### config.mk
export PLATFORM = sky130hd
export DESIGN_NAME = cpu_trace_flat
export DESIGN_NICKNAME = d
export VERILOG_FILES = /design/src/rtl/cpu_trace_if.sv /design/src/rtl/cpu_trace.sv /design/src/flat_wrapper.sv
export SDC_FILE = /design/constraint.sdc
export NUM_CORES = 1
export LEC_CHECK = 0
export CAP_MARGIN = 5
export CORE_MARGIN = 10
export CORE_UTILIZATION = 44
export CTS_CLUSTER_DIAMETER = 200
export DETAILED_ROUTE_END_ITERATION = 10
export PLACE_DENSITY = 0.66
export SETUP_SLACK_MARGIN = 0.1
export SYNTH_ARGS = -nofsm -noshare
export SYNTH_HDL_FRONTEND = slang
export SYNTH_SLANG_ARGS = --single-unit
### constraint.sdc
create_clock -name clk -period 4.7 [get_ports clk]
set_clock_uncertainty 0.1 [all_clocks]
set_input_delay 0.94 -clock clk [delete_from_list [all_inputs] [get_ports clk]]
set_output_delay 0.94 -clock clk [all_outputs]
set_load 0.005 [all_outputs]
### src/rtl/cpu_trace_if.sv
// Pipeline-status and trace read-port bundle for cpu_trace.
// master = pipeline/host side, slave = trace block.
interface cpu_trace_if;
  logic [31:0] pc_4a;
  logic        kill_4a;
  logic        stall_2a;
  logic        rd_en;
  logic        rd_valid;
  logic [49:0] rd_data;

  modport master (
    output pc_4a, kill_4a, stall_2a, rd_en,
    input  rd_valid, rd_data
  );

  modport slave (
    input  pc_4a, kill_4a, stall_2a, rd_en,
    output rd_valid, rd_data
  );
endinterface

### src/rtl/cpu_trace.sv
// Stage-4 instruction trace: circular capture buffer with PC trigger,
// post-trigger window and oldest-first drain port.
module cpu_trace #(
  parameter int unsigned DEPTH_LOG2 = 4
) (
  input  logic                  clk,
  input  logic                  rst,
  cpu_trace_if.slave            bus,
  input  logic                  arm,
  input  logic [31:0]           trig_pc,
  input  logic [DEPTH_LOG2-1:0] post_count,
  output logic [1:0]            state,
  output logic [DEPTH_LOG2:0]   count
);

  localparam int unsigned DEPTH = 1 << DEPTH_LOG2;
  localparam logic [DEPTH_LOG2:0] DEPTH_CNT = (DEPTH_LOG2+1)'(DEPTH);

  typedef enum logic [1:0] {
    IDLE      = 2'd0,
    ARMED     = 2'd1,
    TRIGGERED = 2'd2,
    DONE      = 2'd3
  } state_t;

  state_t                st;
  logic [DEPTH_LOG2-1:0] wptr;
  logic [DEPTH_LOG2-1:0] rptr;
  logic [DEPTH_LOG2-1:0] remaining;
  logic [15:0]           stamp;
  logic [49:0]           mem [DEPTH];
  logic                  cap;
  logic                  hit;

  assign state = st;

  always_comb begin
    cap = 1'b0;
    hit = 1'b0;
    cap = ((st == ARMED) || (st == TRIGGERED)) && !bus.stall_2a && !arm;
    hit = (st == ARMED) && (bus.pc_4a == trig_pc) && !bus.kill_4a;
  end

  // Storage has no reset so it maps onto plain RAM.
  always_ff @(posedge clk) begin
    if (cap)
      mem[wptr] <= {stamp, bus.kill_4a, 1'b0, bus.pc_4a};
  end

  always_ff @(posedge clk or posedge rst) begin
    if (rst) begin
      st           <= IDLE;
      count        <= '0;
      wptr         <= '0;
      rptr         <= '0;
      remaining    <= '0;
      stamp        <= '0;
      bus.rd_valid <= 1'b0;
      bus.rd_data  <= '0;
    end else begin
      stamp        <= stamp + 1'b1;
      bus.rd_valid <= 1'b0;
      if (arm) begin
        st        <= ARMED;
        count     <= '0;
        wptr      <= '0;
        rptr      <= '0;
        remaining <= '0;
      end else if (cap) begin
        wptr <= wptr + 1'b1;
        // Full buffer: drop the oldest entry by advancing the read side.
        if (count < DEPTH_CNT)
          count <= count + 1'b1;
        else
          rptr <= rptr + 1'b1;
        if (st == ARMED) begin
          if (hit) begin
            if (post_count == '0) begin
              st <= DONE;
            end else begin
              st        <= TRIGGERED;
              remaining <= post_count;
            end
          end
        end else begin
          remaining <= remaining - 1'b1;
          if (remaining == DEPTH_LOG2'(1))
            st <= DONE;
        end
      end else if ((st == DONE) && bus.rd_en && (count != '0)) begin
        bus.rd_data  <= mem[rptr];
        bus.rd_valid <= 1'b1;
        rptr         <= rptr + 1'b1;
        count        <= count - 1'b1;
      end
    end
  end

endmodule

### src/flat_wrapper.sv
// flat-port wrapper written by rule: the top's interface ports become plain ports
module cpu_trace_flat 
#(
  parameter int unsigned DEPTH_LOG2 = 4
)
  (clk, rst, arm, trig_pc, post_count, state, count, bus_pc_4a, bus_kill_4a, bus_stall_2a, bus_rd_en, bus_rd_valid, bus_rd_data);
  cpu_trace_if bus_i ();
  input  logic clk;
  input  logic rst;
  input  logic arm;
  input  logic [31:0] trig_pc;
  input  logic [DEPTH_LOG2-1:0] post_count;
  output logic [1:0] state;
  output logic [DEPTH_LOG2:0] count;
  input wire logic [$bits(bus_i.pc_4a)-1:0] bus_pc_4a;
  input wire logic [$bits(bus_i.kill_4a)-1:0] bus_kill_4a;
  input wire logic [$bits(bus_i.stall_2a)-1:0] bus_stall_2a;
  input wire logic [$bits(bus_i.rd_en)-1:0] bus_rd_en;
  output wire logic [$bits(bus_i.rd_valid)-1:0] bus_rd_valid;
  output wire logic [$bits(bus_i.rd_data)-1:0] bus_rd_data;
  assign bus_i.pc_4a = bus_pc_4a;
  assign bus_i.kill_4a = bus_kill_4a;
  assign bus_i.stall_2a = bus_stall_2a;
  assign bus_i.rd_en = bus_rd_en;
  assign bus_rd_valid = bus_i.rd_valid;
  assign bus_rd_data = bus_i.rd_data;
  cpu_trace #(.DEPTH_LOG2(DEPTH_LOG2)) u_core (.clk(clk), .rst(rst), .bus(bus_i), .arm(arm), .trig_pc(trig_pc), .post_count(post_count), .state(state), .count(count));
endmodule
### Word-level counts from Yosys, hierarchy flattened

Memories as Yosys holds them, arrays and structs flattened. A register that Yosys moved wholly into a read port is not among the register bits.
Cells that the tools add are included.

* $add $sub $neg: 6
* $lt $le $gt $ge: 1
* eq/ne operators: 9
* muxes and demuxes: 26
* bitwise operators: 2
* reduce and logical (&&, ||, !) cells: 20

Operator list (count)
* 4-bit two-way mux: 11
* 32-bit equality test: 1
* 5-bit two-way mux: 4
* 16-bit by 1-bit adder with 16-bit output, second input constant: 1
* 2-bit two-way mux: 5
* 3-bit != test, second input constant: 3
* 3-bit AND reduction: 3
* 4-bit by 1-bit adder with 4-bit output, second input constant: 2
* 1-bit logical AND: 6
* 1-bit two-way mux: 6
* 3-bit nonzero test: 2
* 5-bit by 1-bit adder with 5-bit output, second input constant: 1
* 5-bit less-than comparator, second input constant: 1
* 5-bit nonzero test: 1
* 5-bit by 1-bit subtractor with 5-bit output, second input constant: 1
* 2-bit equality test, second input constant: 2
* 4-bit by 1-bit equality test with 1-bit output, second input constant: 1
* 4-bit logical NOT: 1
* 2-bit AND reduction: 2
* 4-bit by 1-bit subtractor with 4-bit output, second input constant: 1
* 1-bit logical NOT: 3
* 3-bit by 2-bit != test with 1-bit output, second input constant: 1
* 2-bit by 1-bit equality test with 1-bit output, second input constant: 1
* 1-bit inverter: 2
* 2 further kinds: 2

* bits in registers: 86
* bits in writable memories: 784
* bits of input ports: 74
* output and inout bits: 58
* word-level logic and storage cells: 73
* memories: 1

Memory list
* u_core.mem: words 16, width 49, read ports 1, clocked after memory_dff 1, write ports 1, RTL line cpu_trace.sv:31 `logic [49:0] mem [DEPTH];`

### Logic depth before layout (Yosys ltp)

Gate-level depths: netlist of the first run.

* depth after elaboration: 7
* gate-level depth with buffers: 12
* mapped depth without buffers: 12

### Worst setup path before layout of the first run

No wires, ideal clock.

* path type: input-to-reg
* start: in bus_stall_2a
* end: mem u_core.mem[10][0] (netlist name), enable pin
* setup time: 411 ps
* arrival: 3017 ps
* data required time: 4189 ps
* path slack: 1171 ps
* cell stages on the path: 5
* buffers on the path: 0
* path through: or2_2 -> nor2_1 -> inv_1 -> nor3b_1 -> and2_1

* longest elaborated chain between the ends: 5

RTL lines
* from (decl): RTL line flat_wrapper.sv:17 `input wire logic [$bits(bus_i.stall_2a)-1:0] bus_stall_2a;`
* 1-bit logical NOT: RTL line cpu_trace.sv:40 `cap = ((st == ARMED) || (st == TRIGGERED)) && !bus.stall_2a && !arm;`
* 1-bit logical AND (2 in a row): RTL line cpu_trace.sv:40
* 1-bit two-way mux: RTL line cpu_trace.sv:46 `if (cap)`
* 1-bit two-way mux (implied by the code): RTL line cpu_trace.sv:47 `mem[wptr] <= {stamp, bus.kill_4a, 1'b0, bus.pc_4a};`
* to (decl): RTL line cpu_trace.sv:31

No other way between the ends.

### Final worst setup path of the first run

* start: in bus_pc_4a[26]
* end: reg u_core.remaining[2]

* longest elaborated chain between the ends: 5

RTL lines
* from (decl): RTL line flat_wrapper.sv:15 `input wire logic [$bits(bus_i.pc_4a)-1:0] bus_pc_4a;`
* 32-bit equality test: RTL line cpu_trace.sv:41 `hit = (st == ARMED) && (bus.pc_4a == trig_pc) && !bus.kill_4a;`
* 1-bit logical AND (2 in a row): RTL line cpu_trace.sv:41
* 3-bit by 2-bit != test with 1-bit output (no line)
* 3-bit AND reduction (no line)
* to (signal assigned): RTL line cpu_trace.sv:82 `remaining <= post_count;`
* to (signal assigned): RTL line cpu_trace.sv:86 `remaining <= remaining - 1'b1;`
* to (decl): RTL line cpu_trace.sv:29 `logic [DEPTH_LOG2-1:0] remaining;`

No other way between the ends.
A chain may end at the register's enable or synchronous reset.

==> results of run 1 <==
## critical path, stage by stage
cell	delay [ns]
clkdlybuf4s50_1	0.72
xnor2_1	0.80
nand4_1	0.20
nor4_1	0.71
buf_4	0.28
and4_1	0.29
o22ai_1	0.12
a31o_2	0.26
## registers in the layout, indices dropped and copies added (netlist names)
name and flops:
u_core.bus.rd_data 49, u_core.remaining 4, u_core.state 2, u_core.stamp 16
u_core.rptr 4, u_core.bus.rd_valid 1, u_core.wptr 4, u_core.count 5
u_core.mem 784
## cell type report
class	count	area [um^2]
Clock buffer	121	2447
Tap cell	978	1224
Multi-Input combinational cell	498	7496
Sequential cell	869	25680
Clock inverter	41	346.6
Timing Repair Buffer	188	2037
Inverter	10	40.04
Fill cell	5836	36550
## synth_stat cells, drive strengths merged (4+ instances only)
cell type / count
edfxtp: 784
mux4: 245
dfrtp: 85
mux2: 49
xnor2: 43
buf: 33
clkbuf: 33
nor2: 25
and2: 19
nand2: 17
ha: 13
xor2: 12
nand4: 11
inv: 10
a21oi: 9
nand3: 9
and3: 6
mux2i: 5
nor3: 5
o21ai: 5
a21o: 4
nor4: 4
## cells in the final DEF, fill, tap and decap left out, types with 9 or more instances in the layout
cell	instances
clkinv_1	11
nand3_1	9
edfxtp_1	784
ha_1	13
nand4_1	11
dfrtp_1	81
mux4_2	245
and2_2	16
clkbuf_16	89
buf_12	24
xnor2_1	43
nand2_1	17
clkbuf_1	22
mux2_2	49
clkbuf_8	10
xor2_1	12
clkdlybuf4s50_1	130
buf_4	34
inv_1	9
clkinv_2	18
nor2_1	25
a21oi_1	9
## routing by layer
metal / up-vias / GRT usage / part of all wire / routed length [um]
met5: - / 0 / 0.00037 / 27
met4: 4 / 0.04435 / 0.017 / 1255
met3: 95 / 0.03757 / 0.068 / 5041
met2: 495 / 0.2669 / 0.48 / 35570
met1: 8344 / 0.2406 / 0.43 / 31790
li1: 6479 / - / - / -
## worst max-delay path by stage
| stage | start | endpoint | slack (ns) | cells after the start |
|---|---|---|---|---|
| 2_1_floorplan | bus_stall_2a | u_core.mem[10][0] | 1.17 | 5 |
| 3_3_place_gp | bus_pc_4a[26] | u_core.remaining[2] | 0.30 | 8 |
| 3_5_place_dp | bus_pc_4a[26] | u_core.remaining[2] | 0.13 | 8 |
| 4_1_cts | bus_pc_4a[26] | u_core.remaining[2] | 0.79 | 8 |
| 5_1_grt | bus_pc_4a[26] | u_core.remaining[2] | 0.35 | 8 |
| 6_report | bus_pc_4a[26] | u_core.remaining[2] | 0.78 | 8 |
## per-stage QoR
stage	hold WS [ns]	setup slack, ns
detailed placement	0.3968	0.1341
finish	0.4048	0.7833
global placement	0.3896	0.3024
floorplan	0.4055	1.171
CTS	0.4093	0.7882
global route	0.4162	0.3496
## power groups by stage
stage	combinational [W]	clock, W	sequential [W]
2_1_floorplan	0.000990	0	0.00870
3_3_place_gp	0.00142	0	0.00874
3_5_place_dp	0.00144	0	0.00875
4_1_cts	0.00144	0.00687	0.00859
5_1_grt	0.00152	0.00719	0.00860
6_report	0.00140	0.00673	0.00859
## cells by family after synthesis
| kind of cell | after synthesis |
|---|---|
| AO/OA/AOI/OAI | 27 |
| other | 1 |
| buffers and inverters | 76 |
| AND/OR/NAND/NOR | 102 |
| adder cells (fa/ha/maj) | 14 |
| multiplexers | 299 |
| XOR/XNOR | 55 |
| flip-flops | 869 |
==> flow_metrics.tcl, run 1 <==
set metrics [dict create \
    timing_worst_setup_path_type "in2reg" \
    min_delay_worst_endpoint "u_core.bus.rd_data[19]" \
    maxCapViolCount 0 \
    timing.critical_path.fanout_max 17 \
    slew_of_the_pin_with_the_lowest_slew_margin_ns 0.9818 \
    synth_adder_area_share 0.005445 \
    drtPass1Iterations 4 \
    synth-simple-area-share 0.01555 \
    internal_power_w 0.01318 \
    worstPathArrival_ns 4.32 \
    timing.final.crit_share 0.8333 \
    ios 132 \
    crit_path_start_kind "primary input" \
    regToRegSetupSlack_ns 1.37 \
    drive_above_1_share 0.2924 \
    clk_latency_ns 0.63 \
    floorplan.core_area_um2 75820 \
    die_boundary_height_um 296.1 \
    setup-violations-final 0 \
    cts_made_buffers 88 \
    std_cell_rows 101 \
    total_power_w 0.01672 \
    synth-warning-count 0 \
    fin_cells 2705 \
    cts_hold_buf 0 \
    worst_setup_path_end_kind "flip-flop" \
    largest_family_of_logic_cells_by_synthesized_area "multiplexers" \
    postSynth.topFlopCell "edfxtp_1" \
    gp_congestion 0.7589 \
    areaGrowthSynthToFinish_pct 17.06 \
    vias_in_the_first_global_route 16420 \
    synth_top_area_share 0.7017 \
    min_path_type "reg2reg" \
    seq_power_share 0.514 \
    hold_start "u_core.bus.rd_data[19]" \
    yosysSeqAreaShare 0.7651 \
    timing.final.crit_period_ns 3.917 \
    rsz0062_at_grt "no" \
    totalNegativeSetupSlack_ns 0 \
    cts_tree "built" \
    worst_slew_margin_rel 0.3454 \
    combinationalPowerShare 0.084 \
    multiplexer_area_fraction_after_synthesis 0.1824 \
    grt_pass1_wl_mm 109.8 \
    detail_route.wirelength_mm 73.68 \
    post_cts_resize_count 0 \
    first_iter_violations 1640 \
    synthDistinctLibCells 37 \
    pwr_density_cell_nw_per_um2 425.7 \
    final_design_instance_area_without_fill_um2 39270 \
    endpoints_failing_hold 0 \
    top_cells_by_area_synth "edfxtp_1, mux4_2, dfrtp_1" \
    ys_ff_latch 869 \
    drc 0 \
    async_flop_share 0.09781 \
    yosysTopAreaCell "edfxtp_1" \
    endpoint_of_the_worst_register_to_register_path "u_core.mem[9][2]" \
    cts_setup_buffers 0 \
    worst-r2r-cell-count 8 \
    critPathRequiredTime_ns 5.11 \
    synthesis.instances 1443 \
    ir_worst_vdd_mv 0.2587 \
    synth-compound-area-share 0.004886 \
    globalRouteTotalUtil 0.1702 \
    route.antenna.remaining_nets 0 \
    design.die.area_um2 87690 \
    htree_levels 3 \
    clock_sink_count 869 \
    number_of_inserted_diodes 0 \
    antenna_found_initial 2 \
    port_buffer_count 130 \
    pwr-share-clk 0.402 \
    dr_total_vias 15417 \
    whs_path_depth 1 \
    post_synth_instance_area_um2 33550 \
    drt-wirelength-per-cell_um 27.24 \
    globalRouteOverflowTotal 0 \
    dpl.cell_count 2543 \
    floorplan.die.width_um 296.1 \
    finalCoreUtilization 0.5180 \
    fmax_ghz 0.2553 \
    cellLeakagePower_nw 12.74 \
    count_of_flip_flops_with_a_built_in_enable_after_synthesis 784 \
    synth_area_per_cell_um2 23.25 \
    clkTransAtPathRegs_ns 0.06 \
    initial_core_util 0.4425 \
    synth_xor_xnor_area_share 0.01436 \
    pin_count_of_the_biggest_net_entering_global_routing 62 \
    mappedNetlistNets 1531 \
    switching_portion_of_total_power 0.2116 \
    dpl-instance-area_um2 36480 \
    power_switching_w 0.003537 \
    outcome "complete, no violations" \
    clk_path_buf_depth 3 \
    clock-root-buffer "clkbuf_16" \
    timing.rr.start "u_core.state[1]" \
    slew_violations 0 \
    dp.final_hpwl_mm 42.97 \
    nets 1743 \
    routed_via_density 5.699 \
]
(Power assumes the default switching activity.)
==> run 2: changes to the inputs <==
Settings changed: PLACE_DENSITY 0.66 to 0.68.
Clock period 4.7 ns to 3.29 ns, I/O delays scaled along.
==> run 2 against run 1 <==
Effect of this change: clock-buffer cell count fell by 13; highest routed layer is now met4; worst setup slack got worse by 0.42 ns; largest cell class unchanged; power rose by 45%.
==> flow_metrics.tcl, run 2 (synthesis gave the netlist of run 1 again) <==
set metrics [dict create \
    dr_total_vias 15660 \
    drive_above_1_share 0.3092 \
    first_iter_violations 1606 \
    pin_count_of_the_biggest_net_entering_global_routing 53 \
    vias_in_the_first_global_route 16694 \
    totalNegativeSetupSlack_ns 0 \
    slew_violations 0 \
    worst_setup_path_end_kind "flip-flop" \
    cellLeakagePower_nw 13.01 \
    cts_made_buffers 86 \
    die_boundary_height_um 296.1 \
    mostFrequentLayoutCells "edfxtp_1, mux4_2, clkdlybuf4s50_1" \
    critical_path.slowest_cell "nor3b_1" \
    initial_core_util 0.4425 \
    clock-root-buffer "clkbuf_16" \
    std_cell_rows 101 \
    reg.largest.list "u_core.mem: 784 flops, u_core.bus.rd_data: 49 flops, u_core.stamp: 16 flops" \
    number_of_inserted_diodes 0 \
    clock_sink_count 869 \
    ios 132 \
    critPathRequiredTime_ns 3.50 \
    rsz0062_at_grt "no" \
    design.die.area_um2 87690 \
    pwr_density_cell_nw_per_um2 606.1 \
    largest_register_ff_count 784 \
    globalRouteTotalUtil 0.1734 \
    slew_of_the_pin_with_the_lowest_slew_margin_ns 0.8184 \
    timing.final.crit_period_ns 2.931 \
    antenna_found_initial 0 \
    worstPathArrival_ns 3.14 \
    clk_path_buf_depth 3 \
    post-route-worst-setup-slack_ns 0.3592 \
    fmax_ghz 0.3412 \
    registers.top_by_ff_count "u_core.mem" \
    clk_latency_ns 0.64 \
    grt_pass1_wl_mm 111.5 \
    drc 0 \
    endpoints_failing_hold 0 \
    cts_setup_buffers 0 \
    fin_worst_hold_slack_ns 0.4032 \
    floorplan.die.width_um 296.1 \
    total_power_w 0.02417 \
    timing_worst_setup_path_type "reg2reg" \
    crit_path_start_kind "flip-flop" \
    worst_slew_margin_rel 0.4544 \
    dp.final_hpwl_mm 43.11 \
    min_path_type "reg2reg" \
    areaGrowthSynthToFinish_pct 18.85 \
    globalRouteOverflowTotal 0 \
    clkTransAtPathRegs_ns 0.06 \
    slowest_cell_delay_on_critical_path_ns 0.45 \
    finalCoreUtilization 0.5259 \
    post_cts_resize_count 0 \
    nets 1786 \
    drtPass1Iterations 5 \
    htree_levels 3 \
    timing.final.crit_share 0.8908 \
    path_cells "inv_1, ha_1, or2_2, nor2_1, inv_1, nor3b_1, and2_2, buf_12" \
    ir_worst_vdd_mv 0.4122 \
    crit_path_frequent_cell "inv_1" \
    routed_via_density 5.701 \
    setup-violations-final 0 \
    maxCapViolCount 0 \
    floorplan.core_area_um2 75820 \
    timing.critical_path.fanout_max 28 \
    drt-wirelength-per-cell_um 27.24 \
    layout.cells.most_common "edfxtp_1" \
    gp_congestion 0.7755 \
    cts_hold_buf 0 \
    port_buffer_count 130 \
    cts_tree "built" \
    outcome "complete, no violations" \
    pre_cts_ws_ns -0.4859 \
    detail_route.wirelength_mm 74.82 \
    route.antenna.remaining_nets 0 \
]
## run 2: cell types whose count changed in the layout (fill, tap and decap cells not counted), moves of 5 or more
cell      delta
buf_12      +18
buf_4       +27
clkbuf_1     -5
clkbuf_8     -8
clkinv_1     +6
clkinv_2     -5
## run 2: critical path: cells and delay by family (launching register included)
| family | cells | cell delay (ns) |
|---|---|---|
| AND/OR/NAND/NOR | 4 | 1.24 |
| flip-flops | 1 | 0.40 |
| buffers and inverters | 3 | 0.50 |
| adder cells (fa/ha/maj) | 1 | 0.31 |
## run 2: routing by layer
layer  part of all wire  routed length [um]  vias up  GRT usage
met2               0.49               36340      591     0.2732
li1                   -                   -     6572          -
met3              0.074                5506       94    0.03614
met1               0.42               31490     8403     0.2430
met5                  0                   0        -          0
met4              0.020                1487        0    0.05051
## run 2: where the power goes
group          leakage (nW)  internal (W)  switching, W  total [W]
sequential             8.45        0.0121      0.000105     0.0122
clock                  1.37       0.00572       0.00405    0.00977
combinational          3.19       0.00119      0.000977    0.00216
## run 2: final timing paths
| path | depth (start not counted) | to | from | slack (ns) |
|---|---|---|---|---|
| worst max-delay path | 8 | u_core.mem[9][3] | u_core.state[1] | 0.36 |
| max in group asynchronous | 3 | u_core.bus.rd_data[39] | rst | 1.92 |
| worst min register to register | 1 | u_core.bus.rd_data[48] | u_core.bus.rd_data[48] | 0.40 |
| min in group asynchronous | 2 | u_core.bus.rd_valid | rst | 0.41 |
| worst max register to register | 8 | u_core.mem[9][3] | u_core.state[1] | 0.36 |
| worst min-delay path | 1 | u_core.bus.rd_data[48] | u_core.bus.rd_data[48] | 0.40 |
## run 2: final cells by class
| class | instances | area [um^2] |
|---|---|---|
| timing repair buffer | 233 | 2600 |
| fill | 5729 | 35950 |
| clock buffer | 108 | 2318 |
| inverter | 10 | 40.04 |
| sequential | 869 | 25680 |
| clock inverter | 51 | 508.0 |
| tap | 978 | 1224 |
| multi-input combinational | 498 | 7501 |
## run 2: metrics by stage
stage	instances	area [um^2]
after floorplan	1443	33560
after CTS	2747	39870
after detailed placement	2588	37040
after global routing	2747	39870
final	2747	39870
after global placement	2588	37040
